$ cat src/rtl/csr_pkg.sv
// Shared encodings for the CSR access sequencer: Zicsr funct3 values, FSM states
// and the read-only CSR address test.
package csr_pkg;

    localparam int XLEN = 32;

    typedef enum logic [2:0] {
        F3_CSRRW  = 3'b001,
        F3_CSRRS  = 3'b010,
        F3_CSRRC  = 3'b011,
        F3_CSRRWI = 3'b101,
        F3_CSRRSI = 3'b110,
        F3_CSRRCI = 3'b111
    } csr_funct3_e;

    typedef enum logic [1:0] {
        ST_IDLE  = 2'd0,
        ST_READ  = 2'd1,
        ST_WRITE = 2'd2,
        ST_RESP  = 2'd3
    } csr_state_e;

    // Top two address bits set means the CSR is read-only.
    function automatic logic is_read_only(input logic [11:0] addr);
        return (addr & 12'hC00) == 12'hC00;
    endfunction

endpackage

$ cat src/rtl/csr_access_unit_if.sv
// Request/response handshake between execute/writeback and the CSR access unit.
interface csr_access_unit_if;
    import csr_pkg::*;

    logic            req_valid_i;
    logic            req_ready_o;
    logic [2:0]      req_funct3_i;
    logic [11:0]     req_csr_addr_i;
    logic [XLEN-1:0] req_rs1_data_i;
    logic [4:0]      req_rs1_idx_i;
    logic [4:0]      req_rd_idx_i;

    logic            rsp_valid_o;
    logic            rsp_ready_i;
    logic [XLEN-1:0] rsp_data_o;
    logic [4:0]      rsp_rd_idx_o;
    logic            rsp_illegal_o;

    modport slave (
        input  req_valid_i, req_funct3_i, req_csr_addr_i, req_rs1_data_i,
               req_rs1_idx_i, req_rd_idx_i, rsp_ready_i,
        output req_ready_o, rsp_valid_o, rsp_data_o, rsp_rd_idx_o, rsp_illegal_o
    );

    modport master (
        output req_valid_i, req_funct3_i, req_csr_addr_i, req_rs1_data_i,
               req_rs1_idx_i, req_rd_idx_i, rsp_ready_i,
        input  req_ready_o, rsp_valid_o, rsp_data_o, rsp_rd_idx_o, rsp_illegal_o
    );

endinterface

$ cat src/rtl/csr_modify_alu.sv
// Combinational read-modify value and the Zicsr read/write suppression flags.
module csr_modify_alu
    import csr_pkg::*;
(
    input  logic [2:0]      funct3_i,
    input  logic [XLEN-1:0] old_i,
    input  logic [XLEN-1:0] rs1_data_i,
    input  logic [4:0]      uimm_i,
    input  logic [4:0]      rd_idx_i,
    output logic [XLEN-1:0] new_o,
    output logic            write_sup_o,
    output logic            read_sup_o
);

    logic [XLEN-1:0] op;

    always_comb begin
        op          = funct3_i[2] ? {{(XLEN-5){1'b0}}, uimm_i} : rs1_data_i;
        new_o       = old_i;
        read_sup_o  = 1'b0;
        // Reserved funct3 values never write.
        write_sup_o = 1'b1;
        case (funct3_i)
            F3_CSRRW, F3_CSRRWI: begin
                read_sup_o  = (rd_idx_i == 5'd0);
                write_sup_o = 1'b0;
                new_o       = op;
            end
            F3_CSRRS, F3_CSRRSI: begin
                write_sup_o = (uimm_i == 5'd0);
                new_o       = old_i | op;
            end
            F3_CSRRC, F3_CSRRCI: begin
                write_sup_o = (uimm_i == 5'd0);
                new_o       = old_i & ~op;
            end
            default: ;
        endcase
    end

endmodule

$ cat src/rtl/csr_access_unit.sv
// Sequences one Zicsr instruction through the CSR register file:
// registered read, modify, write, then holds the old value for writeback.
module csr_access_unit
    import csr_pkg::*;
(
    input  logic                    clk_i,
    input  logic                    rst_i,
    csr_access_unit_if.slave        bus,
    input  logic                    flush_i,
    output logic [11:0]             csr_addr_o,
    output logic                    csr_re_o,
    input  logic [XLEN-1:0]         csr_data_i,
    output logic                    csr_we_o,
    output logic [11:0]             csr_waddr_o,
    output logic [31:0]             csr_wdata_o
);

    csr_state_e      state_q, state_d;
    logic [2:0]      funct3_q, funct3_d;
    logic [11:0]     addr_q, addr_d;
    logic [XLEN-1:0] rs1_data_q, rs1_data_d;
    logic [4:0]      rs1_idx_q, rs1_idx_d;
    logic [4:0]      rd_idx_q, rd_idx_d;
    logic            ready_q, ready_d;
    logic            re_q, re_d;
    logic            we_q, we_d;
    logic            rsp_valid_q, rsp_valid_d;
    logic [XLEN-1:0] rsp_data_q, rsp_data_d;
    logic [4:0]      rsp_rd_idx_q, rsp_rd_idx_d;
    logic            rsp_illegal_q, rsp_illegal_d;

    logic            accept;
    logic            in_idle;
    logic [2:0]      alu_funct3;
    logic [11:0]     alu_addr;
    logic [XLEN-1:0] alu_rs1_data;
    logic [4:0]      alu_rs1_idx;
    logic [4:0]      alu_rd_idx;
    logic [XLEN-1:0] new_val;
    logic            write_sup;
    logic            read_sup;
    logic            illegal;

    // In IDLE the ALU looks at the incoming request so the suppressed-read path
    // can decide the write enable at acceptance; afterwards it uses the latch.
    assign in_idle      = (state_q == ST_IDLE);
    assign alu_funct3   = in_idle ? bus.req_funct3_i   : funct3_q;
    assign alu_addr     = in_idle ? bus.req_csr_addr_i : addr_q;
    assign alu_rs1_data = in_idle ? bus.req_rs1_data_i : rs1_data_q;
    assign alu_rs1_idx  = in_idle ? bus.req_rs1_idx_i  : rs1_idx_q;
    assign alu_rd_idx   = in_idle ? bus.req_rd_idx_i   : rd_idx_q;

    csr_modify_alu u_alu (
        .funct3_i    (alu_funct3),
        .old_i       (csr_data_i),
        .rs1_data_i  (alu_rs1_data),
        .uimm_i      (alu_rs1_idx),
        .rd_idx_i    (alu_rd_idx),
        .new_o       (new_val),
        .write_sup_o (write_sup),
        .read_sup_o  (read_sup)
    );

    assign illegal = is_read_only(alu_addr) && !write_sup;
    assign accept  = bus.req_valid_i && ready_q && !flush_i;

    always_comb begin
        state_d       = state_q;
        funct3_d      = funct3_q;
        addr_d        = addr_q;
        rs1_data_d    = rs1_data_q;
        rs1_idx_d     = rs1_idx_q;
        rd_idx_d      = rd_idx_q;
        ready_d       = ready_q;
        re_d          = 1'b0;
        we_d          = 1'b0;
        rsp_valid_d   = rsp_valid_q;
        rsp_data_d    = rsp_data_q;
        rsp_rd_idx_d  = rsp_rd_idx_q;
        rsp_illegal_d = rsp_illegal_q;
        case (state_q)
            ST_IDLE: begin
                if (accept) begin
                    funct3_d   = bus.req_funct3_i;
                    addr_d     = bus.req_csr_addr_i;
                    rs1_data_d = bus.req_rs1_data_i;
                    rs1_idx_d  = bus.req_rs1_idx_i;
                    rd_idx_d   = bus.req_rd_idx_i;
                    ready_d    = 1'b0;
                    if (read_sup) begin
                        state_d = ST_WRITE;
                        we_d    = !write_sup && !illegal;
                    end else begin
                        state_d = ST_READ;
                        re_d    = 1'b1;
                    end
                end
            end
            ST_READ: begin
                if (flush_i) begin
                    state_d = ST_IDLE;
                    ready_d = 1'b1;
                end else begin
                    state_d = ST_WRITE;
                    we_d    = !write_sup && !illegal;
                end
            end
            ST_WRITE: begin
                rsp_data_d    = (read_sup || illegal) ? '0 : csr_data_i;
                rsp_rd_idx_d  = rd_idx_q;
                rsp_illegal_d = illegal;
                rsp_valid_d   = 1'b1;
                state_d       = ST_RESP;
            end
            ST_RESP: begin
                if (bus.rsp_ready_i) begin
                    rsp_valid_d = 1'b0;
                    ready_d     = 1'b1;
                    state_d     = ST_IDLE;
                end
            end
            default: state_d = ST_IDLE;
        endcase
    end

    always_ff @(posedge clk_i) begin
        if (rst_i) begin
            state_q       <= ST_IDLE;
            funct3_q      <= '0;
            addr_q        <= '0;
            rs1_data_q    <= '0;
            rs1_idx_q     <= '0;
            rd_idx_q      <= '0;
            ready_q       <= 1'b1;
            re_q          <= 1'b0;
            we_q          <= 1'b0;
            rsp_valid_q   <= 1'b0;
            rsp_data_q    <= '0;
            rsp_rd_idx_q  <= '0;
            rsp_illegal_q <= 1'b0;
        end else begin
            state_q       <= state_d;
            funct3_q      <= funct3_d;
            addr_q        <= addr_d;
            rs1_data_q    <= rs1_data_d;
            rs1_idx_q     <= rs1_idx_d;
            rd_idx_q      <= rd_idx_d;
            ready_q       <= ready_d;
            re_q          <= re_d;
            we_q          <= we_d;
            rsp_valid_q   <= rsp_valid_d;
            rsp_data_q    <= rsp_data_d;
            rsp_rd_idx_q  <= rsp_rd_idx_d;
            rsp_illegal_q <= rsp_illegal_d;
        end
    end

    assign csr_addr_o  = addr_q;
    assign csr_re_o    = re_q;
    // A reset landing on the WRITE cycle must keep the register file untouched.
    assign csr_we_o    = we_q && !rst_i;
    assign csr_waddr_o = addr_q;
    assign csr_wdata_o = (state_q == ST_WRITE) ? new_val : '0;

    assign bus.req_ready_o   = ready_q;
    assign bus.rsp_valid_o   = rsp_valid_q;
    assign bus.rsp_data_o    = rsp_data_q;
    assign bus.rsp_rd_idx_o  = rsp_rd_idx_q;
    assign bus.rsp_illegal_o = rsp_illegal_q;

endmodule

$ cat src/flat_wrapper.sv
// flat-port wrapper written by rule: the top's interface ports become plain ports
module csr_access_unit_flat import csr_pkg::*;
  (clk_i, rst_i, flush_i, csr_addr_o, csr_re_o, csr_data_i, csr_we_o, csr_waddr_o, csr_wdata_o, bus_req_valid_i, bus_req_funct3_i, bus_req_csr_addr_i, bus_req_rs1_data_i, bus_req_rs1_idx_i, bus_req_rd_idx_i, bus_rsp_ready_i, bus_req_ready_o, bus_rsp_valid_o, bus_rsp_data_o, bus_rsp_rd_idx_o, bus_rsp_illegal_o);
  csr_access_unit_if bus_i ();
  input  logic clk_i;
  input  logic rst_i;
  input  logic flush_i;
  output logic [11:0] csr_addr_o;
  output logic csr_re_o;
  input  logic [XLEN-1:0] csr_data_i;
  output logic csr_we_o;
  output logic [11:0] csr_waddr_o;
  output logic [31:0] csr_wdata_o;
  input wire logic [$bits(bus_i.req_valid_i)-1:0] bus_req_valid_i;
  input wire logic [$bits(bus_i.req_funct3_i)-1:0] bus_req_funct3_i;
  input wire logic [$bits(bus_i.req_csr_addr_i)-1:0] bus_req_csr_addr_i;
  input wire logic [$bits(bus_i.req_rs1_data_i)-1:0] bus_req_rs1_data_i;
  input wire logic [$bits(bus_i.req_rs1_idx_i)-1:0] bus_req_rs1_idx_i;
  input wire logic [$bits(bus_i.req_rd_idx_i)-1:0] bus_req_rd_idx_i;
  input wire logic [$bits(bus_i.rsp_ready_i)-1:0] bus_rsp_ready_i;
  output wire logic [$bits(bus_i.req_ready_o)-1:0] bus_req_ready_o;
  output wire logic [$bits(bus_i.rsp_valid_o)-1:0] bus_rsp_valid_o;
  output wire logic [$bits(bus_i.rsp_data_o)-1:0] bus_rsp_data_o;
  output wire logic [$bits(bus_i.rsp_rd_idx_o)-1:0] bus_rsp_rd_idx_o;
  output wire logic [$bits(bus_i.rsp_illegal_o)-1:0] bus_rsp_illegal_o;
  assign bus_i.req_valid_i = bus_req_valid_i;
  assign bus_i.req_funct3_i = bus_req_funct3_i;
  assign bus_i.req_csr_addr_i = bus_req_csr_addr_i;
  assign bus_i.req_rs1_data_i = bus_req_rs1_data_i;
  assign bus_i.req_rs1_idx_i = bus_req_rs1_idx_i;
  assign bus_i.req_rd_idx_i = bus_req_rd_idx_i;
  assign bus_i.rsp_ready_i = bus_rsp_ready_i;
  assign bus_req_ready_o = bus_i.req_ready_o;
  assign bus_rsp_valid_o = bus_i.rsp_valid_o;
  assign bus_rsp_data_o = bus_i.rsp_data_o;
  assign bus_rsp_rd_idx_o = bus_i.rsp_rd_idx_o;
  assign bus_rsp_illegal_o = bus_i.rsp_illegal_o;
  csr_access_unit u_core (.clk_i(clk_i), .rst_i(rst_i), .bus(bus_i), .flush_i(flush_i), .csr_addr_o(csr_addr_o), .csr_re_o(csr_re_o), .csr_data_i(csr_data_i), .csr_we_o(csr_we_o), .csr_waddr_o(csr_waddr_o), .csr_wdata_o(csr_wdata_o));
endmodule
$ cat config.mk
export PLATFORM = sky130hd
export DESIGN_NAME = csr_access_unit_flat
export DESIGN_NICKNAME = d
export VERILOG_FILES = /design/src/rtl/csr_pkg.sv /design/src/rtl/csr_access_unit_if.sv /design/src/rtl/csr_modify_alu.sv /design/src/rtl/csr_access_unit.sv /design/src/flat_wrapper.sv
export SDC_FILE = /design/constraint.sdc
export NUM_CORES = 1
export LEC_CHECK = 0
export CORE_ASPECT_RATIO = 1.75
export CORE_MARGIN = 5
export CORE_UTILIZATION = 46
export DETAILED_ROUTE_END_ITERATION = 6
export PLACE_DENSITY = 0.8
export SYNTH_ARGS = -nofsm -noshare
export SYNTH_HDL_FRONTEND = slang
export SYNTH_HIERARCHICAL = 1
export SYNTH_SLANG_ARGS = --single-unit
$ cat constraint.sdc
create_clock -name clk_i -period 3.5 [get_ports clk_i]
set_input_delay 0.525 -clock clk_i [delete_from_list [all_inputs] [get_ports clk_i]]
set_output_delay 0.525 -clock clk_i [all_outputs]
set_load 0.02 [all_outputs]
==> flow_metrics.env <==
export IMPL_path_class="flip-flop to primary output"
export IMPL_setup_viol=0
export IMPL_skew_ns=0.00977
export IMPL_first_pass_iters=4
export IMPL_max_stage_delay_ns=0.60
export IMPL_die_area_sq_um=14400
export IMPL_path_cells="nor2_4 -> mux2_2 -> buf_12 -> mux2_4 -> mux2i_1 -> nor2_1 -> and2_1 -> clkdlybuf4s50_1"
export IMPL_layout_drive_gt1_share_pct=11.4
export IMPL_grt_overflow=0
export IMPL_p_comb_share_pct=31.6
export IMPL_pwr_share_seq_pct=38.8
export IMPL_rows=53
export IMPL_fmax_mhz=295
export IMPL_ir_drop_uv=235
export IMPL_p_leak_uw=0.00289
export IMPL_end_kind="primary output"
export IMPL_wire_per_inst_microns=17.6
export IMPL_p_int_uw=2250
export IMPL_drc_errors=0
export IMPL_arrival_ns=2.87
export IMPL_synth_seq_cells=101
export IMPL_seq_area_frac_synth_pct=36.7
export IMPL_cts_sinks=101
export IMPL_cts_root_buf="clkbuf_16"
export IMPL_vias=5010
export IMPL_slew_viol_final=0
export IMPL_crit_family="multiplexers"
export IMPL_cts_setup_buffers=0
export IMPL_floorplan_initialDensity_pct=46.4
export IMPL_synth_area_sq_um=5510
export IMPL_p_sw_share_pct=30.6
export IMPL_drt_initial_drc_count=157
export IMPL_numCtsBuffers=9
export IMPL_final_area_sq_um=7760
export IMPL_status="complete, no violations"
export IMPL_power_net_switching_uw=991
export IMPL_die_x_microns=92.7
export IMPL_async_reset_ff_share_pct=0
export IMPL_crit_path_start_kind="flip-flop"
export IMPL_place_congestion=0.892
export IMPL_clk_insertion_delay_late_ns=0.35
export IMPL_synth_top_cell_by_area="dfxtp_1"
export IMPL_slowest_stage="clkdlybuf4s50_1"
export IMPL_place_area_sq_um=7470
export IMPL_ys_types=31
export IMPL_pwr_share_clk_pct=29.6
export IMPL_clockBufferDepth=2
export IMPL_rsz0062_at_grt="false"
export IMPL_dpl_hpwl_microns=12000
export IMPL_diodes=0
export IMPL_worstMarginPinSlew_ns=0.710
export IMPL_cts_tree="built"
export IMPL_antenna_found_initial=0
export IMPL_coreArea_sq_um=11900
export IMPL_yosysWarningCount=6
export IMPL_nets=877
export IMPL_hold_viol_final=0
export IMPL_dieHeight_microns=155
export IMPL_tns_ns=0
export IMPL_syn_nets=718
export IMPL_ant_nets=0
export IMPL_powerDensity_nw_per_um2=417
export IMPL_grt_use_total_pct=22.3
export IMPL_fin_crit_sh_pct=97.0
export IMPL_numPortBuffers=191
export IMPL_area_delta_synth_final_pct=40.8
export IMPL_wl_microns=16300
export IMPL_grt_pass1_vias=5257
export IMPL_critPathBufInv=2
export IMPL_hold_class="flip-flop to flip-flop"
export IMPL_path_clk_slew_ns=0.07
export IMPL_synth_edff_count=0
export IMPL_fin_crit_ns=3.39
export IMPL_vias_per_cell=5.42
export IMPL_synth_top_cell_area_share_pct=36.7
export IMPL_required_ns=2.97
export IMPL_slew_headroom_pct=52.6
export IMPL_ios=192
export IMPL_grt_pass1_wl_microns=25700
export IMPL_critPathMaxFanout=32
export IMPL_synth_top_flop_cell="dfxtp_1"
export IMPL_syn_inst=624
export IMPL_synthTopCellsByArea="dfxtp_1 (37%), mux2i_1 (11%), mux2_2 (9.8%), nand2_1 (8.8%), a21oi_1 (6.0%)"
export IMPL_grt_max_degree=60
export IMPL_cap_violations=0
export IMPL_syn_avg_cell_area_sq_um=8.83
export IMPL_htreeDepth=3
Yosys cell counts, drive strengths merged, types with 3 or more instances:
| master | instances |
|---|---|
| a21oi | 66 |
| a22o | 32 |
| and2 | 33 |
| buf | 48 |
| clkbuf | 13 |
| dfxtp | 101 |
| mux2 | 51 |
| mux2i | 63 |
| nand2 | 129 |
| nand2b | 3 |
| nor2 | 10 |
| nor2b | 29 |
| nor3 | 3 |
| xnor2 | 27 |
path summary, 6_finish.rpt:
kind | start | endpoint | slack (ns) | cells after the start
max | u_core/state_q[1] | csr_wdata_o[2] | 0.11 | 8
min | u_core/rs1_data_q[20] | u_core/rs1_data_q[20] | 0.46 | 2
max reg2reg | u_core/state_q[1] | u_core/bus.rsp_data_o[10] | 0.52 | 8
min reg2reg | u_core/rs1_data_q[20] | u_core/rs1_data_q[20] | 0.46 | 2
sequential cells by signal (all words and copies together), names as in the netlist:
signal / cells
u_core/rd_idx_q: 5
u_core/csr_addr_o: 12
u_core/bus.rsp_valid_o: 1
u_core/we_q: 1
u_core/bus.rsp_rd_idx_o: 5
u_core/bus.rsp_illegal_o: 1
u_core/rs1_data_q: 32
u_core/csr_re_o: 1
u_core/state_q: 2
u_core/rs1_idx_q: 5
u_core/funct3_q: 3
u_core/bus.rsp_data_o: 32
u_core/bus.req_ready_o: 1
power groups by stage:
stage / sequential, uW / combinational [uW] / clock, uW
2_1_floorplan: 1310 / 616 / 0
3_3_place_gp: 1280 / 998 / 0
3_5_place_dp: 1280 / 1020 / 0
4_1_cts: 1260 / 1020 / 969
5_1_grt: 1260 / 1100 / 1020
6_report: 1260 / 1020 / 958
cells in the final DEF (no fill, tap or decap), drive strengths merged:
cell type | netlist | final
or2 | 1 | 1
a221oi | 1 | 1
clkinvlp | 0 | 1
clkbuf | 13 | 10
a32o | 1 | 1
inv | 2 | 2
nor3 | 3 | 3
dfxtp | 101 | 101
xnor2 | 27 | 27
or4b | 1 | 1
nor4 | 1 | 1
nand2b | 3 | 3
or4 | 2 | 2
nor2 | 10 | 10
a211oi | 2 | 2
clkinv | 0 | 5
o31ai | 1 | 1
clkdlybuf4s50 | 0 | 191
nand4b | 1 | 1
a22o | 32 | 32
buf | 48 | 18
nor2b | 29 | 29
mux2 | 51 | 51
o2111a | 1 | 1
a31oi | 2 | 2
a21oi | 66 | 66
nand2 | 129 | 129
mux2i | 63 | 63
and2 | 33 | 33
layer usage:
layer | track usage (%) | up-vias | part of all wire, % | routed length (microns)
met5 | 0 | - | 0 | 0
met4 | 11.0 | 0 | 3.9 | 630
met3 | 3.94 | 39 | 5.0 | 813
met2 | 42.0 | 166 | 54 | 8750
met1 | 23.2 | 2371 | 38 | 6120
li1 | - | 2434 | - | -
per-stage QoR:
stage	hold WS (ns)	utilization (%)	worst slack, ns	std cells	power (uW)
2_1_floorplan	0.432	-	0.587	624	1930
6_report	0.458	65.4	0.105	925	3240
3_3_place_gp	0.440	62.9	0.296	909	2280
5_1_grt	0.480	65.4	0.00233	925	3380
3_5_place_dp	0.449	62.9	0.257	909	2300
4_1_cts	0.461	65.3	0.0570	925	3250
cell type report:
type	count	area (sq um)
Tap cell	137	171
Clock inverter	6	47.5
Sequential cell	101	2020
Inverter	2	8.76
Fill cell	970	4110
Multi-Input combinational cell	460	3150
Clock buffer	10	239
Timing Repair Buffer	209	2130
repair_timing:
| action | in CTS | in global routing |
|---|---|---|
| hold buffers | 0 | 0 |
| gates resized for setup | 0 | 1 |
| endpoints found under the setup margin | 0 | 15 |
worst min-delay path, cell delays in order (launching register included):
cell and delay [ns]:
dfxtp_1 0.31, nand2_1 0.05, mux2i_1 0.05
kinds of logic after synthesis:
group	synth area share (%)
AND/OR/NAND/NOR	18.2
multiplexers	22.1
AO/OA/AOI/OAI	12.3
flip-flops	36.7
buffers and inverters	6.45
XOR/XNOR	4.29
No activity file was read; power rests on OpenSTA's default activity.
